## src/rtl/poly_pkg.sv

```systemverilog
// Shared constants for the iterative Taylor (e^x) evaluator.
// Fixed-point formats: x and coefficients Q2.14, accumulator Q7.25.
// ALIGN_SHIFT moves a Q2.14 coefficient onto the Q7.25 accumulator grid.
package poly_pkg;

  localparam int FRAC_IN     = 14;
  localparam int FRAC_OUT    = 25;
  localparam int ALIGN_SHIFT = FRAC_OUT - FRAC_IN;

  // Default Taylor coefficients 1, 1, 1/2, 1/6, 1/24, 1/120 in Q2.14
  localparam logic [15:0] DEF_A0 = 16'h4000;
  localparam logic [15:0] DEF_A1 = 16'h4000;
  localparam logic [15:0] DEF_A2 = 16'h2000;
  localparam logic [15:0] DEF_A3 = 16'h0AAA;
  localparam logic [15:0] DEF_A4 = 16'h02AA;
  localparam logic [15:0] DEF_A5 = 16'h0088;

  // Index of the final multiply-add step (A0)
  localparam logic [2:0] CNT_LAST = 3'd4;

  typedef enum logic [1:0] {
    S_IDLE = 2'd0,
    S_CALC = 2'd1,
    S_DONE = 2'd2
  } state_t;

endpackage

```

## src/rtl/horner_step.sv

```systemverilog
// One Horner multiply-add: r = ((a * x) >> FRAC_IN) + (c << ALIGN_SHIFT), mod 2^WIDTHOUT.
// Latency: purely combinational.
// Backpressure: none, the owning FSM sequences it.
// Ports: a  - accumulator, Q7.25
//        x  - input operand, Q2.14
//        c  - coefficient, Q2.14
//        r  - next accumulator, Q7.25 (truncating product, wrapping sum)
module horner_step
  import poly_pkg::*;
#(
  parameter int WIDTHIN  = 16,
  parameter int WIDTHOUT = 32
) (
  input  logic [WIDTHOUT-1:0] a,
  input  logic [WIDTHIN-1:0]  x,
  input  logic [WIDTHIN-1:0]  c,
  output logic [WIDTHOUT-1:0] r
);

  localparam int PW = WIDTHOUT + WIDTHIN;

  logic [PW-1:0] p;
  logic          unused_bits;

  assign p = {{WIDTHIN{1'b0}}, a} * {{WIDTHOUT{1'b0}}, x};

  // Drop the low FRAC_IN fraction bits (truncation) and anything above the
  // accumulator width (silent wrap).
  assign r = p[FRAC_IN +: WIDTHOUT]
           + ({{(WIDTHOUT-WIDTHIN){1'b0}}, c} << ALIGN_SHIFT);

  assign unused_bits = ^{p[PW-1:FRAC_IN+WIDTHOUT], p[FRAC_IN-1:0]};

endmodule

```

## src/rtl/horner_seq_ctrl.sv

```systemverilog
// Iterative degree-5 Taylor (e^x) evaluator using one shared Horner step, 1 result / 7 cycles.
// Latency: x accepted at edge E0, o_valid registered high after E5.
// Backpressure: o_ready only in IDLE; result held in DONE until i_ready.
// Ports: clk, reset_n (async, active-low)
//        i_valid / o_ready / i_x : upstream x stream, Q2.14
//        o_valid / i_ready / o_y : downstream result stream, Q7.25
module horner_seq_ctrl
  import poly_pkg::*;
#(
  parameter int                 WIDTHIN  = 16,
  parameter int                 WIDTHOUT = 32,
  parameter logic [WIDTHIN-1:0] A0       = DEF_A0,
  parameter logic [WIDTHIN-1:0] A1       = DEF_A1,
  parameter logic [WIDTHIN-1:0] A2       = DEF_A2,
  parameter logic [WIDTHIN-1:0] A3       = DEF_A3,
  parameter logic [WIDTHIN-1:0] A4       = DEF_A4,
  parameter logic [WIDTHIN-1:0] A5       = DEF_A5
) (
  input  logic                clk,
  input  logic                reset_n,
  input  logic                i_valid,
  output logic                o_ready,
  input  logic [WIDTHIN-1:0]  i_x,
  output logic                o_valid,
  input  logic                i_ready,
  output logic [WIDTHOUT-1:0] o_y
);

  // Innermost Horner term is A5 alone, aligned to the accumulator grid.
  localparam logic [WIDTHOUT-1:0] ACC_INIT =
    {{(WIDTHOUT-WIDTHIN){1'b0}}, A5} << ALIGN_SHIFT;

  state_t               state;
  logic [2:0]           cnt;
  logic [WIDTHOUT-1:0]  acc;
  logic [WIDTHIN-1:0]   x_q;
  logic [WIDTHIN-1:0]   coef;
  logic [WIDTHOUT-1:0]  step_r;

  // Coefficients consumed outermost-last: A4 first, A0 on the final step.
  always_comb begin
    coef = '0;
    case (cnt)
      3'd0:    coef = A4;
      3'd1:    coef = A3;
      3'd2:    coef = A2;
      3'd3:    coef = A1;
      3'd4:    coef = A0;
      default: coef = '0;
    endcase
  end

  horner_step #(
    .WIDTHIN  (WIDTHIN),
    .WIDTHOUT (WIDTHOUT)
  ) u_step (
    .a (acc),
    .x (x_q),
    .c (coef),
    .r (step_r)
  );

  assign o_ready = (state == S_IDLE);

  always_ff @(posedge clk or negedge reset_n) begin
    if (!reset_n) begin
      state   <= S_IDLE;
      cnt     <= '0;
      acc     <= '0;
      x_q     <= '0;
      o_y     <= '0;
      o_valid <= 1'b0;
    end else begin
      case (state)
        S_IDLE: begin
          if (i_valid) begin
            x_q   <= i_x;
            acc   <= ACC_INIT;
            cnt   <= '0;
            state <= S_CALC;
          end
        end

        S_CALC: begin
          if (cnt > CNT_LAST) begin
            // Unreachable counter value: abandon the evaluation silently.
            state   <= S_IDLE;
            cnt     <= '0;
            o_valid <= 1'b0;
          end else begin
            acc <= step_r;
            cnt <= cnt + 3'd1;
            if (cnt == CNT_LAST) begin
              o_y     <= step_r;
              o_valid <= 1'b1;
              state   <= S_DONE;
            end
          end
        end

        S_DONE: begin
          // o_y is left untouched on handoff so it keeps the last result.
          if (i_ready) begin
            o_valid <= 1'b0;
            state   <= S_IDLE;
          end
        end

        default: begin
          state   <= S_IDLE;
          o_valid <= 1'b0;
        end
      endcase
    end
  end

endmodule

```

## config.mk

```make
export PLATFORM = sky130hd
export DESIGN_NAME = horner_seq_ctrl
export DESIGN_NICKNAME = d
export VERILOG_FILES = /design/src/rtl/poly_pkg.sv /design/src/rtl/horner_step.sv /design/src/rtl/horner_seq_ctrl.sv
export SDC_FILE = /design/constraint.sdc
export NUM_CORES = 1
export LEC_CHECK = 0
export ABC_CLOCK_PERIOD_IN_PS = 8400
export CORE_UTILIZATION = 60
export DETAILED_ROUTE_END_ITERATION = 6
export PLACE_DENSITY_LB_ADDON = 0.3
export SLEW_MARGIN = 20
export SYNTH_ARGS = -nofsm -noshare
export SYNTH_HDL_FRONTEND = slang
export SYNTH_SLANG_ARGS = --single-unit
```

## constraint.sdc

```tcl
create_clock -name clk -period 8.4 [get_ports clk]
set_input_delay 2.52 -clock clk [delete_from_list [all_inputs] [get_ports clk]]
set_output_delay 2.52 -clock clk [all_outputs]
set_load 0.02 [all_outputs]
```

==> results by group <==
Logic synthesis
  • Synth cell count leaders: inv_1 (463), nand2_1 (426), fa_1 (416)
  • Register area share after synthesis: 10.8%
  • Post-synth EDFFs: 0
  • Yosys top cell area share: 41.8%
  • Net Count, Synth: 2,808
  • Post-synth top area cell: fa_1
  • Synth Flop Type: dfrtp_1
  • Async S/R FF share, synth: 100%
  • Synthesized area per cell: 8.84 sq um
  • #FFs+latches synth: 86
  • Synth unique cells: 64
  • Cell with the most instances after synthesis: inv_1
  • Cell Area, Synth: 19,900 sq um
  • Mapped Cells: 2,253
  • Ranking of synthesized cells by area: fa_1 (42%), dfrtp_1 (11%), inv_1 (8.7%)
  • Synth warn: 0

Drt
  • Via count: 15.5k
  • Routed Antenna Nets: 0
  • Routed len/inst: 19.5 um
  • Drt via density: 5.71
  • Drt pass-1 iters: 5
  • DRC: 0
  • Drt initial violations: 1,087
  • Final wirelength: 53,100 um

Global routing
  • Vias in the first global route: 16.6k
  • First-pass GRT wire length: 87,600 um
  • Grt met2 use: 58.0%
  • Met1 usage: 43.9%
  • M3 GR Usage: 5.65%
  • Total GRT Usage: 33.8%
  • GRT busiest layer: met2
  • Initial antenna violation count: 0
  • Largest net degree at the start of global routing: 58
  • Global route overflow: 0

Critical path
  • Cell mode on critical path: fa_1
  • Slowest-stage cell, CP: dfrtp_1
  • Delay-heaviest family, CP: adder cells
  • Worst Setup SP: acc[12]$_DFFE_PN0P_
  • CP endpoint kind: flop
  • Largest stage delay, worst path: 0.53 ns
  • Crit-path max FO: 10
  • WP depth: 28
  • Critical path launch point type: flop
  • R2R depth: 28
  • Critical Path End: o_y[31]$_DFFE_PN0P_
  • Buffer and inverter count on the worst path: 5
  • FF-to-FF End: o_y[31]$_DFFE_PN0P_
  • CP Data Arrival Time: 8.38 ns
  • Worst r2r src: acc[12]$_DFFE_PN0P_
  • Req. time, crit path: 8.62 ns
  • Flop2flop setup slack: 0.24 ns
  • Setup CP Type: reg -> reg

Clocking
  • CTS Buf Count: 9
  • Worst-path clk slew: 0.08 ns
  • Clock Tree Root: clkbuf_16
  • Clk sink count: 86
  • Longest Clk Path Bufs: 2
  • CTS tree: built
  • Clk_lat worst skew: 0.37 ns
  • # hold bufs at CTS: 0
  • H-tree depth: 3

Die
  • Core area: 32,600 sq um
  • Die W: 184 um
  • Row cnt: 66
  • Die footprint: 33,900 sq um
  • Die Ht: 184 um
  • Initial Util: 61.0%
  • Ports: 54

Final layout
  • Fin area: 21,500 sq um
  • P&R area growth vs syn: 8.09%
  • Final core occ: 66.0%
  • Layout fillers: 2,710
  • Fraction of layout cells with a size suffix above 1: 7.54%
  • Ant diodes: 0
  • Nets: 2,831

STA
  • Min Tclk post-route: 8.16 ns
  • Rel. slew slack: 36.1%
  • Slew Viols, Final: 0
  • Worst-margin pin slew: 0.958 ns
  • Endpoints failing hold: 0
  • Layout Skew: 0.0129 ns
  • Setup TNS: 0 ns
  • Final period utilization: 97.1%
  • Fmax: 123 MHz
  • Hold WS: 0.486 ns
  • Final Setup Violations: 0

Hold path
  • HP Class: reg -> reg
  • Hold Crit Start: o_y[30]$_DFFE_PN0P_

Flow run
  • Max-cap violations: 0

Placement
  • Post-DP HPWL: 44,300 um
  • Post-DP Area: 21,100 sq um
  • GP Congestion: 0.922
  • Input/output buffers: 53

Outcome
  • Status: finished clean
-- cell usage in the layout (no fill, tap or decap), types with 12 or more instances in the layout --
cell type	Yosys	layout
nor2_1	39	37
xor2_1	16	15
and2_1	186	186
a21oi_1	48	46
mux2_2	28	28
buf_4	1	75
a22o_1	14	14
nand4_1	19	19
dfrtp_2	0	23
xnor2_1	33	33
dfrtp_1	86	63
nand2_1	426	426
nand3_1	13	12
fa_1	416	416
clkdlybuf4s50_1	0	52
inv_1	463	463
nor3_1	14	14
o21ai_0	74	73
ha_1	119	119
-- tightest hold or removal path, cell delays in order (launching register included) --
cell and delay, ns:
dfrtp_1 0.35, nand2_1 0.05, o21ai_0 0.06
-- worst min path at each step --
stage / slack [ns] / depth (start not counted) / endpoint
after floorplan: 0.49 / 1 / state[0]$_DFFE_PN0P_
after global placement: 0.47 / 2 / o_y[18]$_DFFE_PN0P_
after detailed placement: 0.47 / 2 / o_y[29]$_DFFE_PN0P_
after CTS: 0.49 / 2 / o_y[30]$_DFFE_PN0P_
after global routing: 0.51 / 2 / o_y[21]$_DFFE_PN0P_
final: 0.49 / 2 / o_y[30]$_DFFE_PN0P_
-- flip-flops by register name, summed over array words and instances, names as in the netlist --
name	count
acc	32
o_y	32
x_q	16
cnt	3
state	2
o_valid	1
-- cells by family after synthesis --
family,after synthesis,synth area share [%]
AO/OA/AOI/OAI,231,7.60
flip-flops,86,10.8
adder cells (fa/ha/maj),535,49.3
AND/OR/NAND/NOR,739,17.4
XOR/XNOR,49,2.16
multiplexers,30,1.68
buffers and inverters,583,11.1
-- layer usage --
metal | up-vias | wire [um]
li1 | 6843 | -
met3 | 129 | 3620
met5 | - | 0
met4 | 0 | 1670
met2 | 589 | 26700
met1 | 7981 | 21100
-- repair_timing --
item / 4_1_cts / 5_1_grt
setup buffers: 0 / 7
resized for setup: 0 / 32
endpoints found under the setup margin: 0 / 20
endpoints found under the hold margin: 0 / 0
-- stage by stage --
stage / std cells / setup slack, ns
floorplan: 2253 / 0.724
global placement: 2700 / 0.227
detailed placement: 2700 / 0.154
CTS: 2716 / 0.117
global route: 2723 / -0.0248
finish: 2723 / 0.243
-- final cells by class --
cell class | instances | area [sq um] | share of cell area (%)
Clock inverter | 7 | 61.3 | 0.285
Sequential cell | 86 | 2180 | 10.1
Timing Repair Buffer | 132 | 1170 | 5.42
Multi-Input combinational cell | 1584 | 15600 | 72.5
Tap cell | 442 | 553 | 2.57
Inverter | 463 | 1740 | 8.07
Clock buffer | 9 | 225 | 1.05
Power is not shown: default switching activity piles up to over one toggle a cycle in this logic, so the estimate is an artifact.
